`src/rtl/fifo_write_ctrl_pkg.sv`:
```
// Shared definitions for the handshake FIFO controllers: state encoding,
// default widths and the pointer comparisons used by both write and read sides.
package fifo_write_ctrl_pkg;

  localparam int DEF_DATA_W = 8;
  localparam int DEF_ADDR_W = 3;

  localparam logic [1:0] ST_IDLE  = 2'd0;
  localparam logic [1:0] ST_HS    = 2'd1;
  localparam logic [1:0] ST_WRITE = 2'd2;

  // Pointers carry a wrap bit at index addr_w; full means same slot, opposite pass.
  function automatic logic ptr_full(input logic [31:0] a, input logic [31:0] b,
                                    input int addr_w);
    logic [31:0] mask;
    mask = (32'd1 << addr_w) - 32'd1;
    return (a[addr_w] != b[addr_w]) && (((a ^ b) & mask) == 32'd0);
  endfunction

  function automatic logic ptr_empty(input logic [31:0] a, input logic [31:0] b);
    return a == b;
  endfunction

endpackage

```
`src/rtl/fifo_write_ctrl_wptr_full.sv`:
```
// Write pointer register plus the full flag and fill level derived from it
// and the read side's pointer.
module fifo_wptr_full
  import fifo_write_ctrl_pkg::*;
#(
  parameter int ADDR_W = DEF_ADDR_W
) (
  input  logic              clk,
  input  logic              rst,
  input  logic              i_inc,
  input  logic [ADDR_W:0]   i_rd_ptr,
  output logic [ADDR_W:0]   o_wr_ptr,
  output logic              o_full,
  output logic [ADDR_W:0]   o_level
);

  logic [ADDR_W:0] r_wr_ptr;

  // Natural wrap of the ADDR_W+1 bit counter toggles the wrap bit each pass.
  always_ff @(posedge clk or posedge rst) begin
    if (rst) begin
      r_wr_ptr <= '0;
    end else if (i_inc) begin
      r_wr_ptr <= r_wr_ptr + 1'b1;
    end
  end

  assign o_wr_ptr = r_wr_ptr;
  assign o_full   = ptr_full(32'(r_wr_ptr), 32'(i_rd_ptr), ADDR_W);
  assign o_level  = r_wr_ptr - i_rd_ptr;

endmodule

```
`src/rtl/fifo_write_ctrl.sv`:
```
// Producer-side controller: one word per write_en/ack handshake, held in a
// register and pushed to storage with a single-cycle write strobe.
module fifo_write_ctrl
  import fifo_write_ctrl_pkg::*;
#(
  parameter int DATA_W = DEF_DATA_W,
  parameter int ADDR_W = DEF_ADDR_W
) (
  input  logic              clk,
  input  logic              rst,
  input  logic              write_en,
  input  logic [DATA_W-1:0] data_in,
  input  logic [ADDR_W:0]   rd_ptr,
  output logic              ack,
  output logic              full,
  output logic [ADDR_W:0]   level,
  output logic              mem_we,
  output logic [ADDR_W-1:0] mem_waddr,
  output logic [DATA_W-1:0] mem_wdata,
  output logic [ADDR_W:0]   wr_ptr
);

  logic [1:0]        r_state;
  logic [1:0]        w_next_state;
  logic              w_load;
  logic              w_full;
  logic [DATA_W-1:0] r_hold;

  // full only gates the start of a transaction; a word in flight always completes.
  always_comb begin
    w_next_state = ST_IDLE;
    w_load       = 1'b0;
    case (r_state)
      ST_IDLE: begin
        if (write_en && !w_full) begin
          w_next_state = ST_HS;
          w_load       = 1'b1;
        end
      end
      ST_HS:    w_next_state = write_en ? ST_HS : ST_WRITE;
      ST_WRITE: w_next_state = ST_IDLE;
      default:  w_next_state = ST_IDLE;
    endcase
  end

  always_ff @(posedge clk or posedge rst) begin
    if (rst) begin
      r_state <= ST_IDLE;
    end else begin
      r_state <= w_next_state;
    end
  end

  always_ff @(posedge clk or posedge rst) begin
    if (rst) begin
      r_hold <= '0;
    end else if (w_load) begin
      r_hold <= data_in;
    end
  end

  fifo_wptr_full #(
    .ADDR_W (ADDR_W)
  ) u_wptr_full (
    .clk      (clk),
    .rst      (rst),
    .i_inc    (mem_we),
    .i_rd_ptr (rd_ptr),
    .o_wr_ptr (wr_ptr),
    .o_full   (w_full),
    .o_level  (level)
  );

  // Moore outputs; the illegal encoding decodes to neither ack nor strobe.
  assign ack       = (r_state == ST_HS);
  assign mem_we    = (r_state == ST_WRITE);
  assign mem_waddr = wr_ptr[ADDR_W-1:0];
  assign mem_wdata = r_hold;
  assign full      = w_full;

endmodule

```
`config.mk`:
```
export PLATFORM = sky130hd
export DESIGN_NAME = fifo_write_ctrl
export DESIGN_NICKNAME = d
export VERILOG_FILES = /design/src/rtl/fifo_write_ctrl_pkg.sv /design/src/rtl/fifo_write_ctrl_wptr_full.sv /design/src/rtl/fifo_write_ctrl.sv
export SDC_FILE = /design/constraint.sdc
export NUM_CORES = 1
export LEC_CHECK = 0
export BUFFER_PORTS_ARGS = -buffer_cell sky130_fd_sc_hd__buf_2
export CAP_MARGIN = 20
export CORE_ASPECT_RATIO = 0.7
export CORE_UTILIZATION = 35
export DETAILED_ROUTE_END_ITERATION = 8
export HOLD_SLACK_MARGIN = 0.02
export MAX_ROUTING_LAYER = met4
export PLACE_DENSITY_LB_ADDON = 0.15
export SLEW_MARGIN = 20
export SYNTH_ARGS = -nofsm -noshare
export SYNTH_HDL_FRONTEND = slang
export SYNTH_SLANG_ARGS = --single-unit
```
`constraint.sdc`:
```
create_clock -name clk -period 1.8 [get_ports clk]
set_input_delay 0.18 -clock clk [delete_from_list [all_inputs] [get_ports clk]]
set_output_delay 0.18 -clock clk [all_outputs]
set_load 0.1 [all_outputs]
```
* Word-level counts from Yosys, hierarchy flattened
Index checks and enable logic that the tools add are counted.
** Storage, ports and cells
- Flip-flop bits (word level) :: 14
- Input port bits :: 15
- Output and inout bits :: 22
- Logic and storage cells :: 19
** Operators by class
- $add $sub $neg :: 2
- Equality and inequality tests :: 3
- Muxes and demuxes :: 5
- Bitwise operators :: 1
- Reduce and logical (&&, ||, !) cells :: 5
** Operators by type and width (count)
- logical NOT 32 bit :: 1
- adder 4 x 1 -> 4 bit (second input constant) :: 1
- one-hot mux 2 bit (2 select lines) :: 1
- subtractor 4 bit :: 1
- two-way mux 1 bit :: 3
- XOR 3 bit :: 1
- == test 2 x 1 -> 1 bit (second input constant) :: 1
- == test 2 bit (second input constant) :: 1
- logical AND 1 bit :: 2
- logical NOT 2 bit :: 1
- two-way mux 2 bit :: 1
- logical NOT 1 bit :: 1
- != test 1 bit :: 1

* Longest topological paths before layout
- Depth after elaboration :: 7
- Gate-level depth with buffers :: 6
- Depth with buffers taken out :: 5

* Cells and area by module
From an unflattened synthesis, not the netlist that was laid out.
** Unflattened totals
- Cells, all modules :: 56
- Area total of the unflattened synthesis :: 713.2 um^2
** By module, submodules not included
- fifo_write_ctrl :: instances 1, cells each 28, area each 424.2 um^2, sequential area each 250.2 um^2
- fifo_wptr_full :: instances 1, cells each 28, area each 289.0 um^2, sequential area each 100.1 um^2

* Worst setup path after synthesis
Ideal clock, no wire load.
- Kind :: register to output
- Start point :: reg u_wptr_full.r_wr_ptr[0], in the netlist u_wptr_full.o_wr_ptr[0]
- End point :: out level[2]
- Arrival time :: 3324 ps
- Required time :: 1620 ps
- Path slack :: -1704 ps
- Stages on the path, launching flop included :: 5
- Buffers on the path :: 0
- Cells stage by stage :: dfrtp_1 > inv_1 > ha_1 > fa_1 > xnor2_1
** On the way
- Word-level cells in the longest chain between the ends :: 1
** Ends and longest elaborated chain
- start, declared :: line fifo_write_ctrl_wptr_full.sv:17 : logic [ADDR_W:0] r_wr_ptr;
- start signal, assigned :: line fifo_write_ctrl_wptr_full.sv:24 : r_wr_ptr <= r_wr_ptr + 1'b1;
- subtractor 4 bit :: line fifo_write_ctrl_wptr_full.sv:30 : assign o_level = r_wr_ptr - i_rd_ptr;
- end, declared :: line fifo_write_ctrl.sv:16 : output logic [ADDR_W:0] level,
Every way passes these cells.

* Final worst setup path
- Start point :: reg u_wptr_full.r_wr_ptr[2], in the netlist u_wptr_full.o_wr_ptr[2]
- End point :: out level[3]
Same word-level chain as after synthesis.

==> results.sh <==
export IMPL_finalCritPeriodShare_pct=106.3
export IMPL_maxCapViolCount=0
export IMPL_syn_to_final_growth_pct=65.28
export IMPL_portBuffers=36
export IMPL_die_h_um=40.72
export IMPL_setup_worst_path_start_class="register"
export IMPL_dp_hpwl_mm=1.263
export IMPL_finalInstanceArea_um2=1239
export IMPL_clk_pin_slew_worst_paths_ns=0.08
export IMPL_violations="DRC, setup timing"
export IMPL_yosysUniqueCellTypes=22
export IMPL_vias_per_cell=4.446
export IMPL_cts_root_buf="clkbuf_4"
export IMPL_rr_startpoint="u_wptr_full.o_wr_ptr[1]$_DFFE_PP0P_"
export IMPL_setup_ws_ns=-0.1125
export IMPL_place_congestion=0.7575
export IMPL_r2r_slack_ns=-0.03
export IMPL_synth_warnings=0
export IMPL_slew_headroom_pct=66.50
export IMPL_yosysTopAreaCell="dfrtp_1"
export IMPL_skew_ns=0.003074
export IMPL_dpl_cell_count=120
export IMPL_rows=13
export IMPL_critical_path_class="register to output pin"
export IMPL_endpoint="level[3]"
export IMPL_cts_tree="done"
export IMPL_die_w_um=57.31
export IMPL_initial_core_util_pct=38.72
export IMPL_slew_viol_final=0
export IMPL_seq_area_frac_synth_pct=46.74
export IMPL_fmax_mhz=522.9
export IMPL_grt_first_pass_wirelength_mm=2.477
export IMPL_wire_per_inst_um=12.31
export IMPL_dominantRegCellSynth="dfrtp_1"
export IMPL_grt_remaining_overflow=0
export IMPL_critPathMaxStageDelay_ns=0.50
export IMPL_clkLatencyLatePin_ns=0.28
export IMPL_drive_gt1_share_pct=72.22
export IMPL_crit_family="flip-flops"
export IMPL_period_needed_ns=1.913
export IMPL_numClockSinks=14
export IMPL_yosysTopAreaCellShare_pct=46.74
export IMPL_dr_first_iter_drc_count=13
export IMPL_r2r_cells=5
export IMPL_dp_slack_ns=-0.07216
export IMPL_hold_viol=0
export IMPL_rsz0062_at_grt="true"
export IMPL_cp_max_fo=3
export IMPL_synth_async_reset_ratio_pct=100.0
export IMPL_timing_rr_end="mem_wdata[0]$_DFFE_PP0P_"
export IMPL_stdcell_count=130
export IMPL_routed_wl_mm=1.600
export IMPL_grt_total_usage_pct=15.89
export IMPL_htree_levels=1
export IMPL_drt_antenna_violating_nets=0
export IMPL_dieArea_um2=2333
export IMPL_synth_cells=61
export IMPL_syn_area_um2=749.5
export IMPL_path_cells="ha_4, buf_6, a21oi_4, nand2_2, xnor2_4, buf_12"
export IMPL_cp_depth=6
export IMPL_numCtsBuffers=3
export IMPL_critPathArrivalTime_ns=1.73
export IMPL_coreArea_um2=1936
export IMPL_cts_path_max_buffers=2
export IMPL_hold_depth=2
export IMPL_worst_pin_slew_ns=0.5019
export IMPL_synth_edf_count=0
export IMPL_synth_net_count=81
export IMPL_netlist_top_cells_area="dfrtp_1 47%, mux2_4 16%, ha_1 6.7%"
export IMPL_antenna_found_initial=0
export IMPL_io_pins=37
export IMPL_nNetsFinal=129
export IMPL_min_path_type="input pin to register"
export IMPL_status="finished with violations"
export IMPL_post_dp_cell_area_um2=1131
export IMPL_synth_avg_cell_area_um2=12.29
export IMPL_crit_start="u_wptr_full.o_wr_ptr[2]$_DFFE_PP0P_"
export IMPL_endpoint_kind="output pin"
export IMPL_grt_pass1_vias=546
export IMPL_dr_pass1_iters=5
export IMPL_required_ns=1.62
export IMPL_ys_ff_latch=14
export IMPL_drc=6
export IMPL_grt_max_degree=15
export IMPL_setup_viol=12
export IMPL_worst_hold_slack_ns=0.07096
export IMPL_vias=578
export IMPL_antennaDiodeCount=0
export IMPL_crit_slowest_cell="dfrtp_4"
export IMPL_crit_buf_inv=2
## final cells by class
type                            instances  area (um2)
Clock buffer                            4       36.28
Timing Repair Buffer                   48       340.3
Tap cell                               22       27.53
Inverter                                8       36.28
Multi-Input combinational cell         34       435.4
Fill cell                             145       696.9
Sequential cell                        14       362.8
## logic make-up after synthesis
kind of cell,share of synthesized area (%)
flip-flops,46.75
buffers and inverters,9.014
AND/OR/NAND/NOR,8.682
multiplexers,16.03
XOR/XNOR,7.012
adder cells (fa/ha/maj),9.349
AO/OA/AOI/OAI,3.172
## state kept, by name, summed over array words and instances, names as in the netlist
register              cells
mem_wdata                 8
r_state                   2
u_wptr_full.o_wr_ptr      4
## metrics by stage
stage	TNS, ns	util [%]
final	-0.4913	63.99
after global routing	-0.8648	63.99
after CTS	-0.3318	62.25
after detailed placement	-0.5460	58.44
after global placement	-0.005325	58.44
after floorplan	-1.354	-
## routing by layer
layer  global-route usage [%]  wire length (um)
met5                        -                 0
met4                    3.659                 0
met3                    5.994               105
met2                    22.94               677
met1                    21.25               816
## placed cells by master, fill, tap and decap left out, types with 2 or more instances in the layout
| cell | synthesis | routed |
|---|---|---|
| nand2_1 | 3 | 2 |
| ha_4 | 0 | 3 |
| buf_6 | 1 | 2 |
| buf_4 | 3 | 9 |
| mux2_4 | 8 | 8 |
| xnor2_1 | 5 | 3 |
| inv_1 | 8 | 5 |
| dfrtp_1 | 14 | 10 |
| buf_2 | 0 | 32 |
| dfrtp_4 | 0 | 3 |
| clkbuf_4 | 0 | 3 |
| xnor2_4 | 0 | 2 |
| buf_12 | 0 | 4 |
## repair_timing
action	4_1_cts	5_1_grt
endpoints found under the hold margin	14	0
cloned	0	0
gates resized for setup	4	2
hold buffers	1	0
endpoints found under the setup margin	11	12
buffers inserted	2	3
pin swaps	6	8
## worst min-delay path by stage
stage | startpoint | to | slack, ns
finish | write_en | r_state[1]$_DFF_PP0_ | 0.07
global route | write_en | r_state[1]$_DFF_PP0_ | 0.06
CTS | write_en | r_state[1]$_DFF_PP0_ | 0.06
detailed placement | rst | mem_wdata[1]$_DFFE_PP0P_ | 0.23
global placement | rst | mem_wdata[6]$_DFFE_PP0P_ | 0.23
floorplan | rst | mem_wdata[0]$_DFFE_PP0P_ | 0.07
## cells in the mapped netlist, drive strengths merged, types with 2 or more instances
cell and n:
ha 4, xnor2 5, a21oi 2, buf 4, nand2 3, mux2 8
inv 8, dfrtp 14
Power is not shown: default switching activity piles up to over one toggle a cycle in this logic, so the estimate is an artifact.
